[config.mk]
export PLATFORM = sky130hd
export DESIGN_NAME = core_bus_arbiter_flat
export DESIGN_NICKNAME = d
export VERILOG_FILES = /design/src/rtl/core_bus_arbiter_if.sv /design/src/rtl/core_bus_arbiter.sv /design/src/flat_wrapper.sv
export SDC_FILE = /design/constraint.sdc
export NUM_CORES = 1
export LEC_CHECK = 0
export ABC_AREA = 1
export CAP_MARGIN = 20
export CORE_AREA = 3 3 196 198
export DETAILED_ROUTE_END_ITERATION = 8
export DIE_AREA = 0 0 199 201
export GPL_TIMING_DRIVEN = 1
export PLACE_DENSITY_LB_ADDON = 0.25
export SETUP_SLACK_MARGIN = 0.1
export SYNTH_ARGS = -nofsm -noshare
export SYNTH_HDL_FRONTEND = slang
export SYNTH_SLANG_ARGS = --single-unit
[constraint.sdc]
create_clock -name clk -period 2.6 [get_ports clk]
set_input_delay 0.52 -clock clk [delete_from_list [all_inputs] [get_ports clk]]
set_output_delay 0.52 -clock clk [all_outputs]
set_load 0.01 [all_outputs]
[src/rtl/core_bus_arbiter_if.sv]
// Bus payload types and the core/memory-facing interface of the bus arbiter.
package core_bus_arbiter_pkg;

  localparam int unsigned ADDR_W  = 64;
  localparam int unsigned DATA_W  = 64;
  localparam int unsigned IDATA_W = 32;
  localparam int unsigned SIZE_W  = 3;
  localparam int unsigned STRB_W  = 8;

  typedef struct packed {
    logic              valid;
    logic [ADDR_W-1:0] addr;
  } ibus_req_t;

  typedef struct packed {
    logic               addr_ok;
    logic               data_ok;
    logic [IDATA_W-1:0] data;
  } ibus_resp_t;

  typedef struct packed {
    logic              valid;
    logic [ADDR_W-1:0] addr;
    logic [SIZE_W-1:0] size;
    logic [STRB_W-1:0] strobe;
    logic [DATA_W-1:0] data;
  } dbus_req_t;

  typedef struct packed {
    logic              addr_ok;
    logic              data_ok;
    logic [DATA_W-1:0] data;
  } dbus_resp_t;

  // Latched memory request held stable for the whole transaction.
  typedef struct packed {
    logic              is_write;
    logic [SIZE_W-1:0] size;
    logic [ADDR_W-1:0] addr;
    logic [STRB_W-1:0] strobe;
    logic [DATA_W-1:0] data;
  } mreq_t;

endpackage

// Core-side buses plus the single-beat memory channel.
interface core_bus_arbiter_if;
  import core_bus_arbiter_pkg::*;

  ibus_req_t         ireq;
  ibus_resp_t        iresp;
  dbus_req_t         dreq;
  dbus_resp_t        dresp;

  logic              mreq_valid;
  logic              mreq_is_write;
  logic [SIZE_W-1:0] mreq_size;
  logic [ADDR_W-1:0] mreq_addr;
  logic [STRB_W-1:0] mreq_strobe;
  logic [DATA_W-1:0] mreq_data;
  logic              mresp_ready;
  logic [DATA_W-1:0] mresp_data;

  // Arbiter side.
  modport slave (
    input  ireq, dreq, mresp_ready, mresp_data,
    output iresp, dresp,
    output mreq_valid, mreq_is_write, mreq_size, mreq_addr, mreq_strobe, mreq_data
  );

  // Core + memory side.
  modport master (
    output ireq, dreq, mresp_ready, mresp_data,
    input  iresp, dresp,
    input  mreq_valid, mreq_is_write, mreq_size, mreq_addr, mreq_strobe, mreq_data
  );

endinterface

[src/rtl/core_bus_arbiter.sv]
// Merges the core's instruction and data buses onto one single-beat memory
// channel with one transaction in flight; responses go back to the
// originating bus only if that bus still presents the same request.
module core_bus_arbiter
  import core_bus_arbiter_pkg::*;
#(
  parameter int unsigned DPRIO = 1
) (
  input  logic               clk,
  input  logic               reset,
  core_bus_arbiter_if.slave  bus
);

  localparam logic [SIZE_W-1:0] IBUS_SIZE = SIZE_W'(2);

  typedef enum logic [1:0] {
    IDLE  = 2'd0,
    IBUSY = 2'd1,
    DBUSY = 2'd2
  } state_e;

  state_e state_q, state_d;
  mreq_t  req_q, req_d;
  logic   last_d_q, last_d_d;

  logic   i_elig;
  logic   d_elig;
  logic   grant_d;
  logic   busy;
  logic   i_hit;
  logic   d_hit;

  // State, latched request and fairness bit; synchronous active-low reset.
  always_ff @(posedge clk) begin
    if (!reset) begin
      state_q  <= IDLE;
      req_q    <= '0;
      last_d_q <= 1'b0;
    end else begin
      state_q  <= state_d;
      req_q    <= req_d;
      last_d_q <= last_d_d;
    end
  end

  // Grant decision: dbus by default, but fetch wins right after a dbus grant.
  always_comb begin
    i_elig = bus.ireq.valid && (bus.ireq.addr[1:0] == 2'b00);
    d_elig = bus.dreq.valid;
    if (DPRIO != 0) begin
      grant_d = d_elig && !(last_d_q && i_elig);
    end else begin
      // Plain alternation: on contention take the bus not served last.
      grant_d = d_elig && (!i_elig || !last_d_q);
    end
  end

  // Next state, request latch and last-grant tracking.
  always_comb begin
    state_d  = state_q;
    req_d    = req_q;
    last_d_d = last_d_q;
    unique case (state_q)
      IDLE: begin
        if (grant_d) begin
          req_d.is_write = |bus.dreq.strobe;
          req_d.size     = bus.dreq.size;
          req_d.addr     = bus.dreq.addr;
          req_d.strobe   = bus.dreq.strobe;
          req_d.data     = bus.dreq.data;
          state_d        = DBUSY;
        end else if (i_elig) begin
          req_d.is_write = 1'b0;
          req_d.size     = IBUS_SIZE;
          req_d.addr     = bus.ireq.addr;
          req_d.strobe   = '0;
          req_d.data     = '0;
          state_d        = IBUSY;
        end
      end
      IBUSY: begin
        if (bus.mresp_ready) begin
          state_d  = IDLE;
          last_d_d = 1'b0;
        end
      end
      DBUSY: begin
        if (bus.mresp_ready) begin
          state_d  = IDLE;
          last_d_d = 1'b1;
        end
      end
      default: begin
        state_d = IDLE;
      end
    endcase
  end

  // Memory request straight from the latched copy; zero while idle.
  always_comb begin
    busy              = (state_q != IDLE);
    bus.mreq_valid    = busy;
    bus.mreq_is_write = busy && req_q.is_write;
    bus.mreq_size     = busy ? req_q.size   : '0;
    bus.mreq_addr     = busy ? req_q.addr   : '0;
    bus.mreq_strobe   = busy ? req_q.strobe : '0;
    bus.mreq_data     = busy ? req_q.data   : '0;
  end

  // Completion matching: answer only if the core still asks for the same thing.
  always_comb begin
    i_hit = (state_q == IBUSY) && bus.mresp_ready && bus.ireq.valid &&
            (bus.ireq.addr == req_q.addr);
    d_hit = (state_q == DBUSY) && bus.mresp_ready && bus.dreq.valid &&
            (bus.dreq.addr == req_q.addr) && (bus.dreq.size == req_q.size) &&
            (bus.dreq.strobe == req_q.strobe);

    bus.iresp = '0;
    if (i_hit) begin
      bus.iresp.addr_ok = 1'b1;
      bus.iresp.data_ok = 1'b1;
      bus.iresp.data    = req_q.addr[2] ? bus.mresp_data[63:32] : bus.mresp_data[31:0];
    end

    bus.dresp = '0;
    if (d_hit) begin
      bus.dresp.addr_ok = 1'b1;
      bus.dresp.data_ok = 1'b1;
      bus.dresp.data    = bus.mresp_data;
    end
  end

endmodule

[src/flat_wrapper.sv]
// flat-port wrapper written by rule: the top's interface ports become plain ports
module core_bus_arbiter_flat import core_bus_arbiter_pkg::*;
#(
  parameter int unsigned DPRIO = 1
)
  (clk, reset, bus_ireq, bus_dreq, bus_mresp_ready, bus_mresp_data, bus_iresp, bus_dresp, bus_mreq_valid, bus_mreq_is_write, bus_mreq_size, bus_mreq_addr, bus_mreq_strobe, bus_mreq_data);
  core_bus_arbiter_if bus_i ();
  input  logic clk;
  input  logic reset;
  input wire logic [$bits(bus_i.ireq)-1:0] bus_ireq;
  input wire logic [$bits(bus_i.dreq)-1:0] bus_dreq;
  input wire logic [$bits(bus_i.mresp_ready)-1:0] bus_mresp_ready;
  input wire logic [$bits(bus_i.mresp_data)-1:0] bus_mresp_data;
  output wire logic [$bits(bus_i.iresp)-1:0] bus_iresp;
  output wire logic [$bits(bus_i.dresp)-1:0] bus_dresp;
  output wire logic [$bits(bus_i.mreq_valid)-1:0] bus_mreq_valid;
  output wire logic [$bits(bus_i.mreq_is_write)-1:0] bus_mreq_is_write;
  output wire logic [$bits(bus_i.mreq_size)-1:0] bus_mreq_size;
  output wire logic [$bits(bus_i.mreq_addr)-1:0] bus_mreq_addr;
  output wire logic [$bits(bus_i.mreq_strobe)-1:0] bus_mreq_strobe;
  output wire logic [$bits(bus_i.mreq_data)-1:0] bus_mreq_data;
  assign bus_i.ireq = bus_ireq;
  assign bus_i.dreq = bus_dreq;
  assign bus_i.mresp_ready = bus_mresp_ready;
  assign bus_i.mresp_data = bus_mresp_data;
  assign bus_iresp = bus_i.iresp;
  assign bus_dresp = bus_i.dresp;
  assign bus_mreq_valid = bus_i.mreq_valid;
  assign bus_mreq_is_write = bus_i.mreq_is_write;
  assign bus_mreq_size = bus_i.mreq_size;
  assign bus_mreq_addr = bus_i.mreq_addr;
  assign bus_mreq_strobe = bus_i.mreq_strobe;
  assign bus_mreq_data = bus_i.mreq_data;
  core_bus_arbiter #(.DPRIO(DPRIO)) u_core (.clk(clk), .reset(reset), .bus(bus_i));
endmodule
Word level (Yosys, flattened, before mapping) --
Cells that the tools add are included.
Cells by class: shift operators 0, reduce and logical (&&, ||, !) cells 23, bitwise gates (word level) 0, $mul 0, muxes and demuxes 16, add/sub/neg operators 0, $lt $le $gt $ge 0, equality and inequality tests 10, div/mod/pow operators 0
Operators with widths (number):
- $mux 140 | 2
- $eq 64x64->1 | 2
- $mux 64 | 2
- $mux 66 | 1
- $mux 34 | 1
- $mux 32 | 1
- $logic_and 1x1->1 | 12
- $eq 8x8->1 | 1
- $mux 8 | 1
- $reduce_or 8->1 | 1
- $mux 2 | 3
- $reduce_bool 2->1 | 3
- $logic_not 2->1 | 2
- $ne 2x2->1 const B | 2
- $pmux 2 s2 | 1
- $reduce_and 2->1 | 2
- $eq 3x3->1 | 1
- $mux 3 | 1
- $ne 3x1->1 const B | 1
- $reduce_and 3->1 | 1
- $eq 2x1->1 const B | 1
- $eq 2x2->1 const B | 1
- $mux 1 | 2
- $ne 2x1->1 const B | 1
- 3 further kinds | 3
Word-level totals: memory bits (writable) 0, word-level logic and storage cells 56, latch bits 0, memory bits (read-only) 0, memories 0, bits in registers 143, output and inout bits 241, bits of input ports 272

Logic depth before layout (Yosys ltp) --
Gate-level depths: netlist (run 1).
depth in word-level cells 7, mapped depth 15, mapped depth without buffers 12

Least setup slack after synthesis (run 1) --
OpenSTA, ideal clock, no wires.
path type input -> output, from input bus_dreq[116], to output bus_dresp[55], data arrival time 1.570 ns, buffers on the path 2, data required time 2.080 ns, setup slack 0.510 ns, stages on the path 12, path through inv_1 -> nand2_1 -> o21ai_0 -> nor2_1 -> nand2_1 -> nor2_1 -> nand2_1 -> nor2_1 -> nand3_1 -> buf_2 -> buf_6 -> nor2_1
Between the ends: word-level cells in the longest chain between the ends 5
RTL lines:
- start, declared | line flat_wrapper.sv:11 | input wire logic [$bits(bus_i.dreq)-1:0] bus_dreq;
- $eq 64x64->1 | line core_bus_arbiter.sv:115 | (bus.dreq.addr == req_q.addr) && (bus.dreq.size == req_q.size) &&
- $logic_and 1x1->1 | line core_bus_arbiter.sv:114 | d_hit = (state_q == DBUSY) && bus.mresp_ready && bus.dreq.valid &&
- $logic_and 1x1->1 (2 in a row) | line core_bus_arbiter.sv:115
- $mux 66 | line core_bus_arbiter.sv:126 | if (d_hit) begin
- end, declared | line flat_wrapper.sv:15 | output wire logic [$bits(bus_i.dresp)-1:0] bus_dresp;
No other way between the ends.

Worst setup path after layout (run 1) --
from register u_core.state_q[1], to output bus_dresp[33]
Between the ends: word-level cells in the longest chain between the ends 7
RTL lines:
- start, declared | line core_bus_arbiter.sv:22 | state_e state_q, state_d;
- start signal, assigned | line core_bus_arbiter.sv:40 | state_q <= state_d;
- $eq 2x2->1 | line core_bus_arbiter.sv:114
- $logic_and 1x1->1 (3 in a row) | line core_bus_arbiter.sv:114
- $logic_and 1x1->1 (2 in a row) | line core_bus_arbiter.sv:115
- $mux 66 | line core_bus_arbiter.sv:126
No other way between the ends.

==> flow_summary.yaml, run 1 <==
critical_path:
  cp_max_fo: 8
  cp_top_family: "buffers and inverters"
  crit_slowest_cell: "dfxtp_2"
  critPathCaptureType: "output port"
  crit_buf_inv: 6
  arrival_ns: 2.56
  crit_top_cell: "nor2_2"
  critPathKind: "flop to output port"
  cpPeakStageDelay_ns: 0.36
  path_cells: "buf_12, ha_4, nand2_4, inv_4, nand2_4, nor2_2, nand2_1, nor2_1, nand2_1, nor2_2, nand3_4, buf_12, buf_8, buf_16, nor2_2, buf_2"
  start_kind: "flop"
  cp_data_required_time_ns: 2.08
drt:
  firstDrtPassIters: 5
  drtIter0Drc: 879
  top_layer: "met5"
  drc: 0
  wl_met2_um: 25200
  vias: 13800
  vias_per_cell: 4.63
  wl_met1_um: 22500
  wl_met3_um: 4630
  avgRoutedWirePerCell_um: 18.1
  wl_um: 53800
  ant_nets: 0
grt:
  grt_usage_pct: 25.6
  grt_pass1_vias: 13200
  grt_first_pass_wirelength_um: 78600
  grt-ovfl-total: 0
  grt_max_degree: 67
  antenna_found_initial: 15
finish:
  final_cells: 2974
  layout_commonest_cell: "nand2_1"
  syn_to_final_growth_pct: 92.5
  layout_common_cells: "nand2_1, inv_1, nor2_1"
  nFillCells: 3651
  final_cell_area_mm2: 0.0192
  layout-drive-gt1-share_pct: 26.9
  nets: 2757
timing:
  maxSlewHeadroom_pct: 54.2
  fin_worst_skew_ns: 0.00843
  hold_violations: 0
  rsz0062_at_grt: "true"
  fmax_mhz: 325
  period_minus_slack_ns: 3.08
  setup_viol: 100
  maxSlewViolCount: 0
  finalCritPeriodShare_pct: 118
  fin_setup_tns_ns: -36.67
  setup_ws_ns: -0.479
  worst_pin_slew_ns: 0.688
clock_network:
  cts.sinks: 143
  clock-root-buffer: "clkbuf_16"
  cts_tree: "done"
  clock_latency_ns: 0.44
  cts_buffers: 17
  clockBufferDepth: 2
  cts.htree.levels: 4
  clk_pin_slew_ns: 0.07
min_path:
  hp-class: "flop to flop"
floorplanning:
  core_mm2: 0.0367
  die_w_um: 199
  dieArea_mm2: 0.0400
  initial_utilization_pct: 27.2
  chipHeight_um: 201
  io_pins: 513
  rows: 70
yosys:
  ys.warnings.count: 0
  ys_seq_area_share_pct: 28.7
  syn_avg_cell_area_um2: 5.51
  syn_inst: 1809
  syn_area_mm2: 0.00997
  synth-seq-cells: 143
  syn_nets: 2084
  post_synth_num_cell_types: 23
job:
  cap_violations: 0
placed_design:
  io_buffer_count: 512
  place_area_mm2: 0.0168
  dp_cells: 2881
  gp_congestion: 0.962
  post-dp-hpwl_um: 39900
status:
  outcome: "finished with violations"
  violations: "setup timing"
power_and_ir_drop:
  leakage_nw: 10.7
  peakVddDrop_mv: 0.470
  cellPowerDensity_mw_per_mm2: 415
[state kept, by name (all words and copies together) (netlist names)]
name and flops:
u_core.last_d_q 1, u_core.state_q 2, u_core.req_q 140
[what timing repair did]
action | CTS | global route
gates cloned | 11 | 1
endpoints found under the setup margin | 241 | 242
hold buffers | 0 | 0
pin swaps | 42 | 25
buffers inserted | 24 | 16
hold endpoints to repair | 0 | 0
resized for setup | 754 | 405
[synth_stat cells, drive strengths merged]
| cell | number | area (um2) |
|---|---|---|
| nand2 | 497 | 1870 |
| inv | 364 | 1370 |
| nor2 | 349 | 1310 |
| a21oi | 157 | 790 |
| dfxtp | 143 | 2860 |
| o211ai | 73 | 548 |
| o21ai | 71 | 355 |
| clkbuf | 64 | 240 |
| buf | 30 | 189 |
| nand3 | 21 | 105 |
| xnor2 | 17 | 149 |
| xor2 | 10 | 87.6 |
| o22ai | 4 | 25.0 |
| ha | 3 | 37.5 |
| nand4 | 2 | 12.5 |
| nor3 | 2 | 10.0 |
| nor4 | 2 | 12.5 |
[layout make-up]
class | instances | area (um2) | share of cell area (%)
antenna | 12 | 30.0 | 0.157
clock buffer | 17 | 425 | 2.22
clock inverter | 14 | 159 | 0.828
inverter | 364 | 1380 | 7.20
multi-input combinational | 1208 | 6290 | 32.8
sequential | 143 | 2880 | 15.0
tap | 468 | 586 | 3.05
timing repair buffer | 748 | 7420 | 38.7
[through the flow]
step / power (W) / worst slack [ns] / util (%) / hold WS (ns)
6_report: 0.00796 / -0.479 / 52.3 / 0.463
2_1_floorplan: 0.00379 / 0.510 / - / 0.439
5_1_grt: 0.00841 / -0.590 / 52.2 / 0.482
3_5_place_dp: 0.00535 / -1.02 / 45.9 / 0.454
4_1_cts: 0.00795 / -0.448 / 49.7 / 0.465
3_3_place_gp: 0.00532 / -1.01 / 45.9 / 0.450
[tightest hold or removal path, delay by kind of cell (launching register included)]
family | cells | cell delay, ns
DFF | 1 | 0.31
and+or+nand+nor | 1 | 0.06
AOI/OAI and AO/OA | 1 | 0.05
[cells by family after synthesis]
| kind of cell | count (synthesis) | share of synthesized area (%) |
|---|---|---|
| AND/OR/NAND/NOR | 873 | 33.3 |
| buffers and inverters | 458 | 18.0 |
| AO/OA/AOI/OAI | 305 | 17.2 |
| flip-flops | 143 | 28.7 |
| XOR/XNOR | 27 | 2.37 |
| adder cells (fa/ha/maj) | 3 | 0.377 |
[final timing paths]
| path | from | endpoint | slack, ns | cells after the start |
|---|---|---|---|---|
| max | u_core.state_q[1] | bus_dresp[33] | -0.48 | 16 |
| min | u_core.req_q[22] | u_core.req_q[22] | 0.46 | 2 |
| max reg2reg | u_core.state_q[1] | u_core.req_q[86] | 0.25 | 13 |
| min reg2reg | u_core.req_q[22] | u_core.req_q[22] | 0.46 | 2 |
[routing by layer]
metal,up-vias,global-route usage [%]
li1,6807,-
met5,-,0
met1,6312,33.5
met4,8,7.03
met3,88,6.06
met2,542,42.2
[report_power, final]
part           total, W  internal, W  switching [W]  leakage [nW]
sequential      0.00257      0.00240       0.000163          1.19
combinational   0.00286      0.00130        0.00156          9.19
clock           0.00253      0.00142        0.00111         0.281
Note: power is estimated with default switching activity, not from simulation.
==> inputs of run 2 (changes only) <==
CAP_MARGIN = default   (was 20)
==> results of run 2 <==
Final layout, timing and power as in run 1 (identical DEF).
